===== src/rtl/mc_ctrl_if.sv =====
// Control/status bundle between the multi-cycle sequencer and the MIPS datapath/memory.
// master = sequencer side, slave = datapath side.
interface mc_ctrl_if;
  logic [5:0] Op;
  logic [5:0] Funct;
  logic       Zero;
  logic       MemAck;
  logic       MemReq;
  logic       IorD;
  logic       MemWrite;
  logic       IRWrite;
  logic       PCWrite;
  logic [1:0] PCSrc;
  logic       RegWrite;
  logic       RegDst;
  logic       MemtoReg;
  logic       ALUSrcA;
  logic [1:0] ALUSrcB;
  logic [1:0] ALUOp;
  logic       ExtOp;
  logic       InstrDone;
  logic       Illegal;

  modport master (
    input  Op, Funct, Zero, MemAck,
    output MemReq, IorD, MemWrite, IRWrite, PCWrite, PCSrc, RegWrite, RegDst,
           MemtoReg, ALUSrcA, ALUSrcB, ALUOp, ExtOp, InstrDone, Illegal
  );

  modport slave (
    output Op, Funct, Zero, MemAck,
    input  MemReq, IorD, MemWrite, IRWrite, PCWrite, PCSrc, RegWrite, RegDst,
           MemtoReg, ALUSrcA, ALUSrcB, ALUOp, ExtOp, InstrDone, Illegal
  );
endinterface


===== src/rtl/mc_ctrl.sv =====
// Multi-cycle MIPS control sequencer: fetch/decode/execute/memory/write-back with a
// req/ack memory handshake. Outputs are pure state decodes (plus MemAck/Zero), so reset clears them at once.
module mc_ctrl (
  input  logic     clk,
  input  logic     Rst_n,
  mc_ctrl_if.master bus
);

  typedef enum logic [3:0] {
    S_INIT, S_FETCH, S_DECODE, S_MEMADR, S_MEMRD, S_MEMWB, S_MEMWR,
    S_EXEC, S_ALUWB, S_IMMEX, S_IMMWB, S_BRANCH, S_JUMP, S_HALT
  } state_t;

  localparam logic [5:0] OP_RTYPE = 6'h00;
  localparam logic [5:0] OP_J     = 6'h02;
  localparam logic [5:0] OP_BEQ   = 6'h04;
  localparam logic [5:0] OP_BNE   = 6'h05;
  localparam logic [5:0] OP_ADDI  = 6'h08;
  localparam logic [5:0] OP_ORI   = 6'h0D;
  localparam logic [5:0] OP_LW    = 6'h23;
  localparam logic [5:0] OP_SW    = 6'h2B;

  state_t     state;
  state_t     nxt;
  logic [5:0] op_q;

  // Opcode is captured in DECODE so later states never depend on IR timing.
  always_ff @(posedge clk or negedge Rst_n) begin
    if (!Rst_n) begin
      state <= S_INIT;
      op_q  <= 6'h00;
    end else begin
      state <= nxt;
      if (state == S_DECODE) op_q <= bus.Op;
    end
  end

  always_comb begin
    nxt           = state;
    bus.MemReq    = 1'b0;
    bus.IorD      = 1'b0;
    bus.MemWrite  = 1'b0;
    bus.IRWrite   = 1'b0;
    bus.PCWrite   = 1'b0;
    bus.PCSrc     = 2'b00;
    bus.RegWrite  = 1'b0;
    bus.RegDst    = 1'b0;
    bus.MemtoReg  = 1'b0;
    bus.ALUSrcA   = 1'b0;
    bus.ALUSrcB   = 2'b00;
    bus.ALUOp     = 2'b00;
    bus.ExtOp     = 1'b0;
    bus.InstrDone = 1'b0;
    bus.Illegal   = 1'b0;

    case (state)
      S_INIT: nxt = S_FETCH;
      S_FETCH: begin
        bus.MemReq  = 1'b1;
        bus.ALUSrcB = 2'b01;
        if (bus.MemAck) begin
          bus.IRWrite = 1'b1;
          bus.PCWrite = 1'b1;
          nxt         = S_DECODE;
        end
      end
      S_DECODE: begin
        bus.ALUSrcB = 2'b11;
        bus.ExtOp   = 1'b1;
        case (bus.Op)
          OP_RTYPE:       nxt = S_EXEC;
          OP_LW, OP_SW:   nxt = S_MEMADR;
          OP_ADDI, OP_ORI: nxt = S_IMMEX;
          OP_BEQ, OP_BNE: nxt = S_BRANCH;
          OP_J:           nxt = S_JUMP;
          default:        nxt = S_HALT;
        endcase
      end
      S_MEMADR: begin
        bus.ALUSrcA = 1'b1;
        bus.ALUSrcB = 2'b10;
        bus.ExtOp   = 1'b1;
        nxt         = (op_q == OP_LW) ? S_MEMRD : S_MEMWR;
      end
      S_MEMRD: begin
        bus.MemReq = 1'b1;
        bus.IorD   = 1'b1;
        if (bus.MemAck) nxt = S_MEMWB;
      end
      S_MEMWB: begin
        bus.RegWrite  = 1'b1;
        bus.MemtoReg  = 1'b1;
        bus.InstrDone = 1'b1;
        nxt           = S_FETCH;
      end
      S_MEMWR: begin
        bus.MemReq   = 1'b1;
        bus.MemWrite = 1'b1;
        bus.IorD     = 1'b1;
        if (bus.MemAck) begin
          bus.InstrDone = 1'b1;
          nxt           = S_FETCH;
        end
      end
      S_EXEC: begin
        bus.ALUSrcA = 1'b1;
        bus.ALUOp   = 2'b10;
        nxt         = S_ALUWB;
      end
      S_ALUWB: begin
        bus.RegWrite  = 1'b1;
        bus.RegDst    = 1'b1;
        bus.InstrDone = 1'b1;
        nxt           = S_FETCH;
      end
      S_IMMEX: begin
        bus.ALUSrcA = 1'b1;
        bus.ALUSrcB = 2'b10;
        if (op_q == OP_ORI) begin
          bus.ALUOp = 2'b11;
        end else begin
          bus.ExtOp = 1'b1;
        end
        nxt = S_IMMWB;
      end
      S_IMMWB: begin
        bus.RegWrite  = 1'b1;
        bus.InstrDone = 1'b1;
        nxt           = S_FETCH;
      end
      S_BRANCH: begin
        bus.ALUSrcA   = 1'b1;
        bus.ALUOp     = 2'b01;
        bus.PCSrc     = 2'b01;
        bus.InstrDone = 1'b1;
        bus.PCWrite   = (op_q == OP_BNE) ? ~bus.Zero : bus.Zero;
        nxt           = S_FETCH;
      end
      S_JUMP: begin
        bus.PCWrite   = 1'b1;
        bus.PCSrc     = 2'b10;
        bus.InstrDone = 1'b1;
        nxt           = S_FETCH;
      end
      S_HALT: bus.Illegal = 1'b1;
      default: nxt = S_INIT;
    endcase
  end

endmodule


===== src/flat_wrapper.sv =====
// flat-port wrapper written by rule: the top's interface ports become plain ports
module mc_ctrl_flat 
  (clk, Rst_n, bus_Op, bus_Funct, bus_Zero, bus_MemAck, bus_MemReq, bus_IorD, bus_MemWrite, bus_IRWrite, bus_PCWrite, bus_PCSrc, bus_RegWrite, bus_RegDst, bus_MemtoReg, bus_ALUSrcA, bus_ALUSrcB, bus_ALUOp, bus_ExtOp, bus_InstrDone, bus_Illegal);
  mc_ctrl_if bus_i ();
  input  logic clk;
  input  logic Rst_n;
  input wire logic [$bits(bus_i.Op)-1:0] bus_Op;
  input wire logic [$bits(bus_i.Funct)-1:0] bus_Funct;
  input wire logic [$bits(bus_i.Zero)-1:0] bus_Zero;
  input wire logic [$bits(bus_i.MemAck)-1:0] bus_MemAck;
  output wire logic [$bits(bus_i.MemReq)-1:0] bus_MemReq;
  output wire logic [$bits(bus_i.IorD)-1:0] bus_IorD;
  output wire logic [$bits(bus_i.MemWrite)-1:0] bus_MemWrite;
  output wire logic [$bits(bus_i.IRWrite)-1:0] bus_IRWrite;
  output wire logic [$bits(bus_i.PCWrite)-1:0] bus_PCWrite;
  output wire logic [$bits(bus_i.PCSrc)-1:0] bus_PCSrc;
  output wire logic [$bits(bus_i.RegWrite)-1:0] bus_RegWrite;
  output wire logic [$bits(bus_i.RegDst)-1:0] bus_RegDst;
  output wire logic [$bits(bus_i.MemtoReg)-1:0] bus_MemtoReg;
  output wire logic [$bits(bus_i.ALUSrcA)-1:0] bus_ALUSrcA;
  output wire logic [$bits(bus_i.ALUSrcB)-1:0] bus_ALUSrcB;
  output wire logic [$bits(bus_i.ALUOp)-1:0] bus_ALUOp;
  output wire logic [$bits(bus_i.ExtOp)-1:0] bus_ExtOp;
  output wire logic [$bits(bus_i.InstrDone)-1:0] bus_InstrDone;
  output wire logic [$bits(bus_i.Illegal)-1:0] bus_Illegal;
  assign bus_i.Op = bus_Op;
  assign bus_i.Funct = bus_Funct;
  assign bus_i.Zero = bus_Zero;
  assign bus_i.MemAck = bus_MemAck;
  assign bus_MemReq = bus_i.MemReq;
  assign bus_IorD = bus_i.IorD;
  assign bus_MemWrite = bus_i.MemWrite;
  assign bus_IRWrite = bus_i.IRWrite;
  assign bus_PCWrite = bus_i.PCWrite;
  assign bus_PCSrc = bus_i.PCSrc;
  assign bus_RegWrite = bus_i.RegWrite;
  assign bus_RegDst = bus_i.RegDst;
  assign bus_MemtoReg = bus_i.MemtoReg;
  assign bus_ALUSrcA = bus_i.ALUSrcA;
  assign bus_ALUSrcB = bus_i.ALUSrcB;
  assign bus_ALUOp = bus_i.ALUOp;
  assign bus_ExtOp = bus_i.ExtOp;
  assign bus_InstrDone = bus_i.InstrDone;
  assign bus_Illegal = bus_i.Illegal;
  mc_ctrl u_core (.clk(clk), .Rst_n(Rst_n), .bus(bus_i));
endmodule

===== config.mk =====
export PLATFORM = sky130hd
export DESIGN_NAME = mc_ctrl_flat
export DESIGN_NICKNAME = d
export VERILOG_FILES = /design/src/rtl/mc_ctrl_if.sv /design/src/rtl/mc_ctrl.sv /design/src/flat_wrapper.sv
export SDC_FILE = /design/constraint.sdc
export NUM_CORES = 1
export LEC_CHECK = 0
export CORE_MARGIN = 10
export CORE_UTILIZATION = 48
export CTS_BUF_LIST = sky130_fd_sc_hd__clkbuf_4 sky130_fd_sc_hd__clkbuf_8
export CTS_CLUSTER_DIAMETER = 150
export DETAILED_ROUTE_END_ITERATION = 10
export PLACE_DENSITY = 0.85
export SLEW_MARGIN = 10
export SYNTH_ARGS = -nofsm -noshare
export SYNTH_HDL_FRONTEND = slang
export SYNTH_SLANG_ARGS = --single-unit

===== constraint.sdc =====
create_clock -name clk -period 3.2 [get_ports clk]
set_input_delay 0.64 -clock clk [delete_from_list [all_inputs] [get_ports clk]]
set_output_delay 0.64 -clock clk [all_outputs]
set_load 0.01 [all_outputs]

# After elaboration in Yosys (flattened, before gate mapping)
# Index checks and enable logic that the tools add are counted.
# totals
register_bits	10
out_inout_bits	18
input_bits	16
wordCells	69
# classes
mux	25
n_eq_ne	26
n_reduce_logical	14
n_bitwise	2
# ops
cell	count
4-bit case mux with 9 select lines	1
4-bit equality test, second input constant	6
4-bit case mux with 5 select lines	1
6-bit by 3-bit equality test with 1-bit output, second input constant	3
6-bit by 4-bit equality test with 1-bit output, second input constant	3
6-bit equality test, second input constant	3
4-bit by 3-bit equality test with 1-bit output, second input constant	4
1-bit 2-to-1 mux	12
4-bit 2-to-1 mux	3
2-bit case mux with 3 select lines	2
2-bit OR reduction	6
4-bit by 2-bit equality test with 1-bit output, second input constant	2
6-bit by 2-bit equality test with 1-bit output, second input constant	1
6-bit logical NOT	1
2-bit inequality test, second input constant	3
3-bit OR reduction	2
6-bit OR reduction	1
5-bit OR reduction	1
4-bit by 1-bit equality test with 1-bit output, second input constant	1
4-bit logical NOT	1
2-bit 2-to-1 mux	2
1-bit case mux with 2 select lines	2
2-bit case mux with 2 select lines	1
4-bit AND reduction	1
3 further kinds	4

# Logic depth before layout (Yosys ltp)
# Gate-level depths: netlist of run 1.
# depth
ltp_word	4
mapped_depth	7
mapped_depth_nobuf	5

# Worst setup path before layout of run 1
# Ideal clock, no wire load.
# synth_timing
kind	flip-flop to output port
startpoint	reg u_core.state[1]
endpoint	out bus_ExtOp
arrival_ns	1.300
path_stages_with_launch	6
path_slack_ns	1.260
t_required_ns	2.560
n_path_buf	1
cell_sequence	dfrtp_1 -> buf_2 -> and2b_1 -> nand2_1 -> a21oi_1 -> nor2b_1
# synth_between
elab_chain_len	3
elab_cells_between_ends	5
classes_between	eq/ne (3); mux (1); reduce/logical (1)
# synth_lines
item	line	source
from (decl)	mc_ctrl.sv:23	state_t state;
from (signal assigned)	mc_ctrl.sv:33	state <= nxt;
4-bit by 2-bit equality test with 1-bit output	mc_ctrl.sv:56	case (state)
2-bit OR reduction (no source line)	--	
1-bit case mux with 2 select lines (*)	mc_ctrl.sv:56	
to (decl)	flat_wrapper.sv:23	output wire logic [$bits(bus_i.ExtOp)-1:0] bus_ExtOp;
# Every way passes the cells marked *; elsewhere a longest branch is shown, timed or not.

# Worst setup path after layout of run 1
# layout_timing
startpoint	reg u_core.state[3]
endpoint	out bus_PCWrite
# layout_between
elab_chain_len	2
elab_cells_between_ends	4
classes_between	eq/ne (3); mux (1)
# layout_lines
item	line	source
4-bit equality test / 4-bit by 1-bit equality test with 1-bit output (equally long branches)	mc_ctrl.sv:56	
1-bit case mux with 3 select lines (*)	mc_ctrl.sv:56	
to (decl)	flat_wrapper.sv:15	output wire logic [$bits(bus_i.PCWrite)-1:0] bus_PCWrite;
# Marked as above.

==> results.sh, run 1 <==
export IMPL_htreeDepth=1
export IMPL_core_sq_mm=0.001745
export IMPL_cts_root_buf="clkbuf_4"
export IMPL_synthSimpleGateAreaFrac_pct=32.49
export IMPL_worst_ep_arrival_time_ns=2.31
export IMPL_cp_required_ns=2.56
export IMPL_die_w_microns=62.96
export IMPL_syn_num_nets=130
export IMPL_pwr_share_clk_pct=10.9
export IMPL_drt_iter0_markers=27
export IMPL_seq_area_frac_synth_pct=28.25
export IMPL_setup_tns_ns=0
export IMPL_ys_async_sr_fraction_pct=100.0
export IMPL_cts_sinks=10
export IMPL_synth_top_flop_cell="dfrtp_1"
export IMPL_cts_made_buffers=3
export IMPL_fin_skew_ns=0.006703
export IMPL_track_usage_pct=12.26
export IMPL_portBuffers=27
export IMPL_syn_inst=114
export IMPL_start_util_pct=50.75
export IMPL_io_pins=34
export IMPL_clkLatencyLatePin_ns=0.27
export IMPL_synth_top_family_by_area="simple AND/OR/NAND/NOR gates"
export IMPL_synth_warnings=0
export IMPL_viasPerCell=5.558
export IMPL_p_leak_nw=0.4597
export IMPL_synth_xor_area_share_pct=0.9887
export IMPL_maxSlewViolCount=0
export IMPL_post_route_period_util_pct=92.21
export IMPL_detail_route_antenna_nets=0
export IMPL_ys_ff_latch=10
export IMPL_clockBufferDepth=2
export IMPL_n_antenna_cell=0
export IMPL_p_int_mw=0.5804
export IMPL_cp_max_fo=18
export IMPL_vdd_drop_max_uv=465.9
export IMPL_syn_area_per_cell_sq_um=7.771
export IMPL_ys_types=42
export IMPL_criticalPathCategory="register to primary output"
export IMPL_dp_hpwl_microns=1908
export IMPL_cts_setup_buffers=0
export IMPL_postCtsHoldBufs=0
export IMPL_final_nets=155
export IMPL_rsz0062_at_grt="no"
export IMPL_antenna_found_initial=0
export IMPL_cts_tree="built"
export IMPL_power_density_mw_per_mm2=878.8
export IMPL_hold_viol_final=0
export IMPL_cp_start_kind="register"
export IMPL_post_route_drc_count=0
export IMPL_sw_frac_of_total_pct=44.20
export IMPL_area_growth_syn_to_layout_pct=33.62
export IMPL_first_global_vias=846
export IMPL_std_cell_rows=15
export IMPL_vias=906
export IMPL_status="complete, no violations"
export IMPL_synth_adder_area_share_pct=0
export IMPL_synth_compound_area_share_pct=24.44
export IMPL_utilization_pct=67.81
export IMPL_place_area_sq_mm=0.001147
export IMPL_firstDrtPassIters=4
export IMPL_grt_max_degree=20
export IMPL_die_area_sq_mm=0.003964
export IMPL_drt_total_wl_microns=2397
export IMPL_fmax_mhz=338.9
export IMPL_grt_pass1_wl_microns=4036
export IMPL_grt_ovfl_total=0
export IMPL_worstSetupEndpointType="primary output"
export IMPL_post_route_cell_area_sq_mm=0.001184
export IMPL_cts_repair_resized=0
export IMPL_hold_class="register to register"
export IMPL_pwr_share_comb_pct=59.0
export IMPL_maxCapViolCount=0
export IMPL_finalSetupViolations=0
export IMPL_synth_edf_count=0
export IMPL_drive_gt1_share_pct=9.420
export IMPL_syn_area_sq_um=885.9
export IMPL_sequentialPowerShare_pct=30.1
export IMPL_globalplace_congestion=0.8752
export IMPL_p_sw_mw=0.4597
export IMPL_synthMuxAreaShare_pct=7.627
export IMPL_wl_per_cell_microns=14.71
export IMPL_clk_pin_slew_ns=0.07
export IMPL_relSlewSlack_pct=61.19
export IMPL_die_height_microns=62.96
export IMPL_tightest_slew_ns=0.5821
export IMPL_min_period_ns=2.951
==> power groups by stage <==
stage               clock [mW]  sequential (mW)  combinational [mW]
global placement             0            0.308               0.606
detailed placement           0            0.312               0.618
global route             0.126            0.333               0.672
finish                   0.114            0.313               0.613
floorplan                    0            0.228               0.454
CTS                      0.118            0.309               0.620
==> cells in the final DEF, fill, tap and decap left out, types with 2 or more instances in the layout <==
| cell | n |
|---|---|
| a21oi_1 | 8 |
| nor2b_1 | 6 |
| o211ai_1 | 2 |
| nand4_1 | 2 |
| o31ai_1 | 2 |
| nand4b_1 | 2 |
| inv_1 | 3 |
| a31oi_1 | 2 |
| o21ai_0 | 8 |
| mux2_2 | 4 |
| nand2b_1 | 4 |
| clkdlybuf4s50_1 | 27 |
| nor2_1 | 16 |
| nor3_1 | 3 |
| clkbuf_4 | 3 |
| and3_1 | 2 |
| nand2_1 | 9 |
| dfrtp_1 | 10 |
| mux2_1 | 2 |
==> area by class of cell <==
| type | count | area [sq um] |
|---|---|---|
| multi-input cells | 93 | 580.6 |
| fillers | 167 | 561.8 |
| repair buffers | 27 | 270.3 |
| flip-flops and latches | 10 | 250.2 |
| clock buffers | 4 | 36.28 |
| well taps | 25 | 31.28 |
| inverters | 4 | 15.01 |
==> registers in the layout (all words and copies together) (netlist names) <==
register      count
u_core.state      4
u_core.op_q       6
==> through the flow <==
stage / setup slack (ns) / instances / power (mW) / hold WS, ns
6_report: 0.2493 / 163 / 1.040 / 0.5219
3_3_place_gp: 0.4474 / 159 / 0.9138 / 0.4940
2_1_floorplan: 1.260 / 114 / 0.6813 / 0.3444
3_5_place_dp: 0.4444 / 159 / 0.9300 / 0.5054
5_1_grt: 0.05923 / 163 / 1.131 / 0.5506
4_1_cts: 0.2516 / 163 / 1.048 / 0.5203
==> worst max-delay path: stages (launching register included) <==
cell and delay, ns:
dfrtp_1 0.71, nand2b_1 0.22, or2_1 0.27, nor2_1 0.15, a211o_1 0.14, clkdlybuf4s50_1 0.53
==> synthesized netlist by cell type, types with 3 or more instances <==
cell | number | area, sq um
a21oi_1 | 8 | 40.04
buf_2 | 5 | 25.02
dfrtp_1 | 10 | 250.2
inv_1 | 3 | 11.26
mux2_2 | 4 | 45.04
nand2_1 | 9 | 33.78
nand2b_1 | 4 | 25.02
nor2_1 | 16 | 60.06
nor2b_1 | 6 | 37.54
nor3_1 | 3 | 15.01
o21ai_0 | 8 | 40.04
==> final timing paths <==
kind                            startpoint         endpoint  slack, ns  depth (start not counted)
setup / recovery           u_core.state[3]      bus_PCWrite       0.25                          5
hold / removal              u_core.op_q[5]   u_core.op_q[5]       0.52                          1
setup reg to reg           u_core.state[1]   u_core.op_q[3]       1.49                          3
hold reg to reg             u_core.op_q[5]   u_core.op_q[5]       0.52                          1
max in group asynchronous            Rst_n  u_core.state[1]       2.16                          1
min in group asynchronous            Rst_n  u_core.state[3]       0.70                          1
==> kinds of logic (layout without fill, tap and decap cells) <==
family / count (synthesis) / after routing
AOI/OAI and AO/OA: 33 / 33
buffers and inverters: 11 / 35
muxes: 6 / 6
DFF: 10 / 10
and+or+nand+nor: 53 / 53
xor gates and xnor gates: 1 / 1
==> metal layers <==
metal,vias to the layer above,GRT usage (%),share of wire [%],routed length [microns]
met2,23,21.32,51,1214
met1,416,12.94,41,994
li1,461,-,-,-
met4,0,5.028,1.8,44
met5,-,0,0,0
met3,6,4.480,6.0,143
Note: power is estimated with default switching activity, not from simulation.
==> inputs of run 2 (changes only) <==
--- a/config.mk
+++ b/config.mk
@@ -7,4 +7,5 @@
 export LEC_CHECK = 0
+export ABC_AREA = 1
 export CORE_MARGIN = 10
-export CORE_UTILIZATION = 48
+export CORE_UTILIZATION = 47
 export CTS_BUF_LIST = sky130_fd_sc_hd__clkbuf_4 sky130_fd_sc_hd__clkbuf_8
@@ -12,3 +13,4 @@
 export DETAILED_ROUTE_END_ITERATION = 10
-export PLACE_DENSITY = 0.85
+export PLACE_DENSITY = 0.84
+export RECOVER_POWER = 25
 export SLEW_MARGIN = 10
--- a/constraint.sdc
+++ b/constraint.sdc
@@ -3,2 +3,2 @@
 set_output_delay 0.64 -clock clk [all_outputs]
-set_load 0.01 [all_outputs]
+set_load 0.1 [all_outputs]
==> run 2 against run 1 <==
Effect of this change: core utilization up 0.17 points; register-to-register slack better by 0.26 ns; flip-flop and latch count unchanged; worst setup slack better by 0.48 ns; final area down 1.9%; area after synthesis down 4.8%; clock-buffer cell count unchanged; critical path depth unchanged; global-route usage down 0.77 points; critical endpoint unchanged; largest cell class unchanged.
==> results.sh, run 2 <==
export IMPL_synthTopCellsByCount="40 x nand2_1, 19 x nor2_1, 18 x inv_1"
export IMPL_hold_class="register to register"
export IMPL_fmax_mhz=404.1
export IMPL_die_height_microns=62.36
export IMPL_globalplace_congestion=0.9219
export IMPL_min_period_ns=2.474
export IMPL_ys_async_sr_fraction_pct=100.0
export IMPL_start_util_pct=49.38
export IMPL_netlist_top_cells_area="dfrtp_1 30%, nand2_1 18%, nor2_1 8.5%"
export IMPL_syn_area_per_cell_sq_um=6.247
export IMPL_dp_hpwl_microns=1933
export IMPL_core_sq_mm=0.001708
export IMPL_rsz0062_at_grt="no"
export IMPL_yosysMostFrequentCell="nand2_1"
export IMPL_die_area_sq_mm=0.003889
export IMPL_cpPeakStageDelay_ns=0.55
export IMPL_io_pins=34
export IMPL_worstSetupEndpointType="primary output"
export IMPL_seq_area_frac_synth_pct=29.67
export IMPL_std_cell_rows=15
export IMPL_status="complete, no violations"
export IMPL_finalSetupViolations=0
export IMPL_post_route_period_util_pct=77.33
export IMPL_die_w_microns=62.36
export IMPL_synth_warnings=0
export IMPL_mostFrequentLayoutCells="40 x nand2_1, 18 x inv_1, 16 x nor2_1, 16 x buf_4, 10 x dfrtp_1"
export IMPL_ys_ff_latch=10
export IMPL_drive_gt1_share_pct=26.06
export IMPL_cts_sinks=10
export IMPL_detail_route_antenna_nets=0
export IMPL_tightest_slew_ns=0.4387
export IMPL_top_register="u_core.op_q"
export IMPL_cpLargestDelayFamily="buffers and inverters"
export IMPL_cp_num_buf_inv=3
export IMPL_drt_total_wl_microns=2216
export IMPL_rrSetupSlack_ns=1.75
export IMPL_criticalPathCategory="input port to primary output"
export IMPL_synth_top_area_share_pct=29.67
export IMPL_first_global_vias=897
export IMPL_synth_top_flop_cell="dfrtp_1"
export IMPL_cts_setup_buffers=0
export IMPL_cp_max_fo=3
export IMPL_place_area_sq_mm=0.001125
export IMPL_postCtsHoldBufs=0
export IMPL_post_route_drc_count=0
export IMPL_ys_types=24
export IMPL_cp_required_ns=2.56
export IMPL_cts_made_buffers=3
export IMPL_track_usage_pct=11.49
export IMPL_syn_num_nets=151
export IMPL_clockBufferDepth=2
export IMPL_syn_area_sq_um=843.3
export IMPL_layout_commonest_cell="nand2_1"
export IMPL_antenna_found_initial=0
export IMPL_cts_repair_resized=0
export IMPL_grt_max_degree=12
export IMPL_cts_root_buf="clkbuf_4"
export IMPL_firstDrtPassIters=4
export IMPL_clk_pin_slew_ns=0.06
export IMPL_vias=952
export IMPL_final_nets=182
export IMPL_reg_top3="u_core.op_q: 6 flops, u_core.state: 4 flops"
export IMPL_n_antenna_cell=0
export IMPL_maxSlewViolCount=0
export IMPL_area_growth_syn_to_layout_pct=37.69
export IMPL_crit_chain="clkdlybuf4s50_1 -> inv_1 -> o22ai_1 -> o21bai_2 -> buf_12"
export IMPL_hold_viol_final=0
export IMPL_cp_start_kind="input port"
export IMPL_synth_edf_count=0
export IMPL_wl_per_cell_microns=11.66
export IMPL_portBuffers=27
export IMPL_htreeDepth=1
export IMPL_crit_slowest_cell="clkdlybuf4s50_1"
export IMPL_relSlewSlack_pct=70.66
export IMPL_yosysTopAreaCell="dfrtp_1"
export IMPL_post_route_cell_area_sq_mm=0.001161
export IMPL_setup_tns_ns=0
export IMPL_maxCapViolCount=0
export IMPL_fin_skew_ns=0.003069
export IMPL_drt_iter0_markers=25
export IMPL_largest_reg_flops=6
export IMPL_clkLatencyLatePin_ns=0.26
export IMPL_grt_ovfl_total=0
export IMPL_syn_inst=135
export IMPL_grt_pass1_wl_microns=3815
export IMPL_worst_ep_arrival_time_ns=1.83
export IMPL_cts_tree="built"
export IMPL_viasPerCell=5.011
==> run 2: metal layers <==
layer / wire length, microns / vias up / global-route usage [%]
met5: 0 / - / 0
met4: 55 / 0 / 6.704
met3: 99 / 6 / 1.254
met2: 974 / 34 / 18.72
met1: 1087 / 425 / 14.17
li1: - / 487 / -
==> run 2: logic make-up (layout without fill, tap and decap cells) <==
family          count (synthesis)  in the layout  synth area share [%]
flops                          10             10                 29.67
xor+xnor                        1              1                 1.039
compound gates                 19             19                 13.80
buf+inv                        24             54                 11.72
simple gates                   81             81                 43.77
==> run 2: worst paths after layout <==
kind | startpoint | end | cells after the start
worst max-delay path | bus_MemAck | bus_PCWrite | 5
worst min-delay path | u_core.op_q[4] | u_core.op_q[4] | 2
worst max register to register | u_core.state[3] | u_core.op_q[2] | 6
worst min register to register | u_core.op_q[4] | u_core.op_q[4] | 2
max in group asynchronous | Rst_n | u_core.state[1] | 1
min in group asynchronous | Rst_n | u_core.op_q[3] | 1
==> run 2: worst register-to-register path, delay by kind of cell (launching register included) <==
family | cells | cell delay, ns
simple gates | 3 | 0.65
compound gates | 1 | 0.06
buf+inv | 2 | 0.20
flops | 1 | 0.44
==> run 2: layout make-up <==
type	instances	area, sq um
tap	25	31.28
timing repair buffer	27	250.2
clock buffer	4	36.28
sequential	10	250.2
multi-input combinational	101	505.5
fill	152	546.8
inverter	23	87.58
==> run 2: stage by stage <==
stage / hold WS, ns / util (%) / setup slack (ns) / cells
after floorplan: 0.3444 / - / 0.05955 / 135
after global placement: 0.5011 / 65.86 / 0.7445 / 186
after detailed placement: 0.5063 / 65.86 / 0.7336 / 186
after CTS: 0.5248 / 67.99 / 0.7334 / 190
after global routing: 0.5411 / 67.99 / 0.5919 / 190
final: 0.5205 / 67.99 / 0.7255 / 190
Power of run 2 is not shown: default switching activity piles up to over one toggle a cycle in this logic, so the estimate is an artifact.
==> inputs of run 3 (changes only) <==
Settings changed: CORE_UTILIZATION 47 to 44, PLACE_DENSITY 0.84 to 0.79.
Clock period 3.2 ns to 2.3 ns, I/O delays scaled along.
==> run 3 against run 2 <==
Effect of this change: via count rose by 3.3%; clock skew fell by 0.0022 ns; cell count rose by 0.53%; final area rose by 21%; clock-buffer cell count did not move; register-to-register slack got worse by 0.87 ns; worst setup slack got worse by 0.60 ns; core utilization rose by 12 points; first-iteration DRC count rose by 24%; wire length rose by 8.4%; critical path depth rose by 2; flip-flop and latch count did not move; critical endpoint is now bus_ExtOp; largest cell class unchanged.
==> results.sh, run 3 (same netlist as run 2, synthesis figures left out) <==
export IMPL_status="complete, no violations"
export IMPL_grt_busiest_layer="met2"
export IMPL_grt_ovfl_total=0
export IMPL_r2r_start="u_core.state[0]"
export IMPL_core_sq_mm=0.001764
export IMPL_detail_route_antenna_nets=0
export IMPL_setup_ws_ns=0.1274
export IMPL_cpMostUsedCell="inv_2"
export IMPL_start_util_pct=47.80
export IMPL_viasPerCell=5.147
export IMPL_clk_pin_slew_ns=0.06
export IMPL_cpPeakStageDelay_ns=0.48
export IMPL_post_route_drc_count=0
export IMPL_grtUsageMet1_pct=13.63
export IMPL_io_pins=34
export IMPL_crit_slowest_cell="dfrtp_1"
export IMPL_use_met2_pct=22.14
export IMPL_grt_pass1_wl_microns=4298
export IMPL_n_antenna_cell=0
export IMPL_mostFrequentLayoutCells="38 x nand2_1, 18 x inv_1, 18 x buf_12"
export IMPL_maxCapViolCount=0
export IMPL_setup_tns_ns=0
export IMPL_crit_chain="inv_2 -> nor2_4 -> inv_2 -> nor2_2 -> inv_1 -> o21ai_2 -> buf_12"
export IMPL_post_route_period_util_pct=94.46
export IMPL_firstDrtPassIters=4
export IMPL_finalSetupViolations=0
export IMPL_dpl_cell_count=187
export IMPL_cp_required_ns=1.84
export IMPL_wl_per_cell_microns=12.58
export IMPL_layout_cells_non_filler=191
export IMPL_rrSetupSlack_ns=0.88
export IMPL_die_w_microns=63.78
export IMPL_drive_gt1_share_pct=30.12
export IMPL_cts_root_buf="clkbuf_4"
export IMPL_drt_total_wl_microns=2402
export IMPL_grt_max_degree=11
export IMPL_layout_commonest_cell="nand2_1"
export IMPL_clockBufferDepth=2
export IMPL_hold_class="register to register"
export IMPL_track_usage_pct=12.51
export IMPL_r2r_cells=8
export IMPL_whs_path_depth=2
export IMPL_area_growth_syn_to_layout_pct=66.47
export IMPL_globalplace_congestion=0.8567
export IMPL_worstSetupEndpointType="primary output"
export IMPL_worstHoldStart="u_core.op_q[1]"
export IMPL_tightest_slew_ns=0.4422
export IMPL_fmax_mhz=460.3
export IMPL_fin_skew_ns=0.0008577
export IMPL_cp_max_fo=6
export IMPL_place_area_sq_mm=0.001360
export IMPL_hold_viol_final=0
export IMPL_die_height_microns=63.78
export IMPL_rr_endpoint="u_core.state[0]"
export IMPL_std_cell_rows=15
export IMPL_largest_reg_flops=6
export IMPL_htreeDepth=1
export IMPL_reg_top3="u_core.op_q: 6 flops, u_core.state: 4 flops"
export IMPL_dp_slack_ns=0.1970
export IMPL_cp_start_kind="register"
export IMPL_use_met3_pct=2.091
export IMPL_maxSlewViolCount=0
export IMPL_drt_iter0_markers=31
export IMPL_final_nets=183
export IMPL_worst_ep_arrival_time_ns=1.71
export IMPL_relSlewSlack_pct=70.43
export IMPL_min_to="u_core.op_q[1]"
export IMPL_cts_made_buffers=3
export IMPL_portBuffers=27
export IMPL_vias=983
export IMPL_min_period_ns=2.173
export IMPL_cts_sinks=10
export IMPL_rsz0062_at_grt="no"
export IMPL_postCtsHoldBufs=0
export IMPL_post_route_cell_area_sq_mm=0.001404
export IMPL_criticalPathCategory="register to primary output"
export IMPL_dp_hpwl_microns=2049
export IMPL_first_global_vias=974
export IMPL_antenna_found_initial=0
export IMPL_die_area_sq_mm=0.004068
export IMPL_clkLatencyLatePin_ns=0.26
export IMPL_top_register="u_core.op_q"
export IMPL_cts_tree="built"
==> run 3: changes by cell type in the layout (fill, tap and decap cells not counted), moves of 2 or more <==
cell and delta:
nor2_4 +3, o21ai_1 -2, nor2_2 -2, buf_12 +16, nand2_1 -2, buf_4 -15
o21ai_2 +2, nand2_2 +2
==> run 3: metal layers <==
| metal | wire [microns] | share of wire (%) | up-vias |
|---|---|---|---|
| met5 | 0 | 0 | - |
| met4 | 73 | 3.0 | 0 |
| met3 | 97 | 4.0 | 8 |
| met2 | 1187 | 49 | 35 |
| met1 | 1043 | 43 | 451 |
| li1 | - | - | 489 |
==> run 3: worst max-delay path by stage <==
stage                              end  depth (start not counted)             from
after global routing      bus_ALUOp[0]                          7  u_core.state[0]
after global placement     bus_PCWrite                          5       bus_MemAck
after floorplan            bus_PCWrite                          5  u_core.state[2]
after CTS                 bus_ALUOp[0]                          5   u_core.op_q[4]
after detailed placement   bus_PCWrite                          5       bus_MemAck
final                        bus_ExtOp                          7  u_core.state[0]
==> run 3: timing repair <==
item / 4_1_cts / 5_1_grt
gates resized for setup: 0 / 2
buffers inserted: 0 / 0
endpoints found under the setup margin: 0 / 2
==> run 3: worst max-delay path: cells and delay by family, from the launching register on <==
family	cells	cell delay (ns)
AO/OA/AOI/OAI	1	0.19
AND/OR/NAND/NOR	2	0.30
flip-flops	1	0.48
buffers and inverters	4	0.47
==> run 3: through the flow <==
| step | hold slack, ns | utilization (%) |
|---|---|---|
| after detailed placement | 0.5201 | 77.09 |
| after global placement | 0.5016 | 77.09 |
| after global routing | 0.5731 | 79.57 |
| final | 0.5382 | 79.57 |
| after CTS | 0.5127 | 79.15 |
| after floorplan | 0.1644 | - |
==> run 3: layout make-up <==
class / instances / area (sq um)
inverters: 23 / 87.58
flip-flops and latches: 10 / 250.2
clock buffers: 4 / 36.28
well taps: 25 / 31.28
fillers: 134 / 360.3
repair buffers: 28 / 457.9
multi-input cells: 101 / 540.5
Power of run 3 is left out for the same reason.
==> variant: new RTL, settings of run 1 <==
Make the reset (`Rst_n`) synchronous in one clocked block.
--- a/src/rtl/mc_ctrl.sv
+++ b/src/rtl/mc_ctrl.sv
@@ -26,5 +26,5 @@
 
   // Opcode is captured in DECODE so later states never depend on IR timing.
-  always_ff @(posedge clk or negedge Rst_n) begin
+  always_ff @(posedge clk) begin
     if (!Rst_n) begin
       state <= S_INIT;
Function: differs if Rst_n is asserted again (counterexample within 4 cycles, from zero or initial values and one cycle with Rst_n low); with Rst_n held inactive, the same outputs for 10 cycles.
==> variant against run 1 <==
  * Sequential cell count unchanged
  * Critical path type is now input port to output port
  * Critical endpoint unchanged
  * Routed wire length down 1.3%
  * Critical path depth decreased by 1
  * Synthesized area shrank 3.1%
  * Core utilization rose by 0.46 points
  * Final area down 1.5%
  * Worst setup slack gained 0.068 ns
Power is not compared: it rests on default switching activity, and its combinational part moved more than twofold at a synthesized area within 25%.
==> variant: results (changes against run 1) <==
[sta]
max_slew_margin_pct=49.90  ; -11 points
skew_ns=0.005805  ; -0.0008982 ns

[global_route]
grt_max_degree=25  ; +25%
grt.met2_usage_pct=20.13  ; -1.2 points
grt_pass1_wl_mm=3.988  ; -1.2%
grt_pass1_vias=884  ; +4.5%
grt_usage_pct=11.83  ; -0.43 points
antenna_found_initial=0  ; unchanged
grt_use_met3_pct=4.480  ; unchanged
use_met1_pct=13.07  ; +0.13 points

[critical_path]
worstPathMaxFanout=3  ; -15
slowest_delay_ns=0.54  ; -0.17 ns
arrival_ns=2.24  ; -0.07 ns
critical_path.top_delay_family=buffers and inverters
crit_path_top_delay_cell=clkdlybuf4s50_1

[logic_synthesis]
ys_seq_area_share_pct=23.32  ; -4.9 points
async_reset_ff_share_pct=0  ; -100 points
ys_top_cells_by_count=nand2_1, a21oi_1, dfxtp_1, nand2b_1, nor2_1
synthesis.nets=136  ; +4.6%
synth_cell_types=41  ; -2.4%
ys_top_cells_by_area=dfxtp_1, nand2_1, a21oi_1, nand2b_1, nor2_1
synth-main-ff-cell=dfxtp_1

[clock_tree]
clockBufferDepth=2  ; unchanged
cts-buffers-inserted=3  ; unchanged
cts-root-buf=clkbuf_4
postCtsSetupBuffers=0  ; unchanged
clkSlewWorstSetupHoldPaths_ns=0.06

[layout]
antenna_cells=0  ; unchanged
fin_nets=162  ; +4.5%
fillers=162  ; -3.0%
drive_above_1_share_pct=5.556  ; -3.9 points

[drt]
dr.pass1.iters=4  ; unchanged
via_count=979  ; +8.1%
routed_wire_length_per_instance_um=14.00  ; -4.8%
drt_iter0_markers=26  ; -3.7%

[placed_design]
hpwlAfterDp_mm=1.880  ; -1.5%
place.gp.congestion=0.8449  ; -3.5%

[outcome]
status=complete, no violations

[power_and_ir_drop]
p_leak_nw=0.3930

variant: cell types whose count changed after synthesis, moves of 3 or more:
cell,before,now
nor2b_1,6,3
dfrtp_1,10,0
dfxtp_1,0,10
mux2_2,4,0
nand2_1,9,21
nor2_1,16,8
nor3b_1,1,4
clkbuf_1,1,4
o21ai_0,8,3
nand2b_1,4,8
a21oi_1,8,12
variant: power groups by stage:
| stage | Clock, mW | Sequential (mW) | Combinational (mW) |
|---|---|---|---|
| 3_3_place_gp | 0 | 0.151 | 0.125 |
| 6_report | 0.0820 | 0.149 | 0.128 |
| 5_1_grt | 0.0971 | 0.152 | 0.140 |
| 4_1_cts | 0.0854 | 0.149 | 0.129 |
| 3_5_place_dp | 0 | 0.152 | 0.129 |
| 2_1_floorplan | 0 | 0.138 | 0.0819 |
variant: worst register-to-register path, delay by kind of cell (launching register included):
kind	cells	cell delay, ns
DFF	1	0.81
AOI/OAI and AO/OA	2	0.50
and+or+nand+nor	1	0.49
variant: routing by layer:
layer  share of wire, %  vias up
met2                 45       42
met5                  0        -
met4                1.2        0
li1                   -      484
met1                 45      449
met3                8.9        4
variant: cells by family (layout without fill, tap and decap cells):
group | count (synthesis) | in the layout | synth area share, %
AOI/OAI and AO/OA | 34 | 34 | 27.12
muxes | 2 | 2 | 2.332
DFF | 10 | 10 | 23.32
buffers and inverters | 10 | 34 | 4.955
and+or+nand+nor | 61 | 61 | 39.22
xor gates and xnor gates | 3 | 3 | 3.062
variant: area by class of cell:
| cell class | count | area share (%) |
|---|---|---|
| Sequential cell | 10 | 17.17 |
| Timing Repair Buffer | 30 | 25.11 |
| Tap cell | 25 | 2.682 |
| Clock buffer | 3 | 1.931 |
| Multi-Input combinational cell | 100 | 52.79 |
| Inverter | 1 | 0.3219 |
variant: path summary, 6_finish.rpt:
check | start | endpoint | slack (ns) | cells past startpoint
worst max-delay path | bus_MemAck | bus_PCWrite | 0.32 | 4
worst min-delay path | u_core.op_q[3] | u_core.op_q[3] | 0.47 | 2
worst max register to register | u_core.state[1] | u_core.state[0] | 1.27 | 3
worst min register to register | u_core.op_q[3] | u_core.op_q[3] | 0.47 | 2
variant: stage by stage:
stage	area [um2]	cells	hold WS, ns	setup slack [ns]	util, %
finish	1166	169	0.4659	0.3174	68.28
global route	1166	169	0.4928	0.2368	68.28
CTS	1166	169	0.4661	0.2882	68.28
detailed placement	1144	166	0.4576	0.3020	66.96
global placement	1144	166	0.4562	0.3252	66.96
floorplan	858.3	120	0.4406	1.202	-
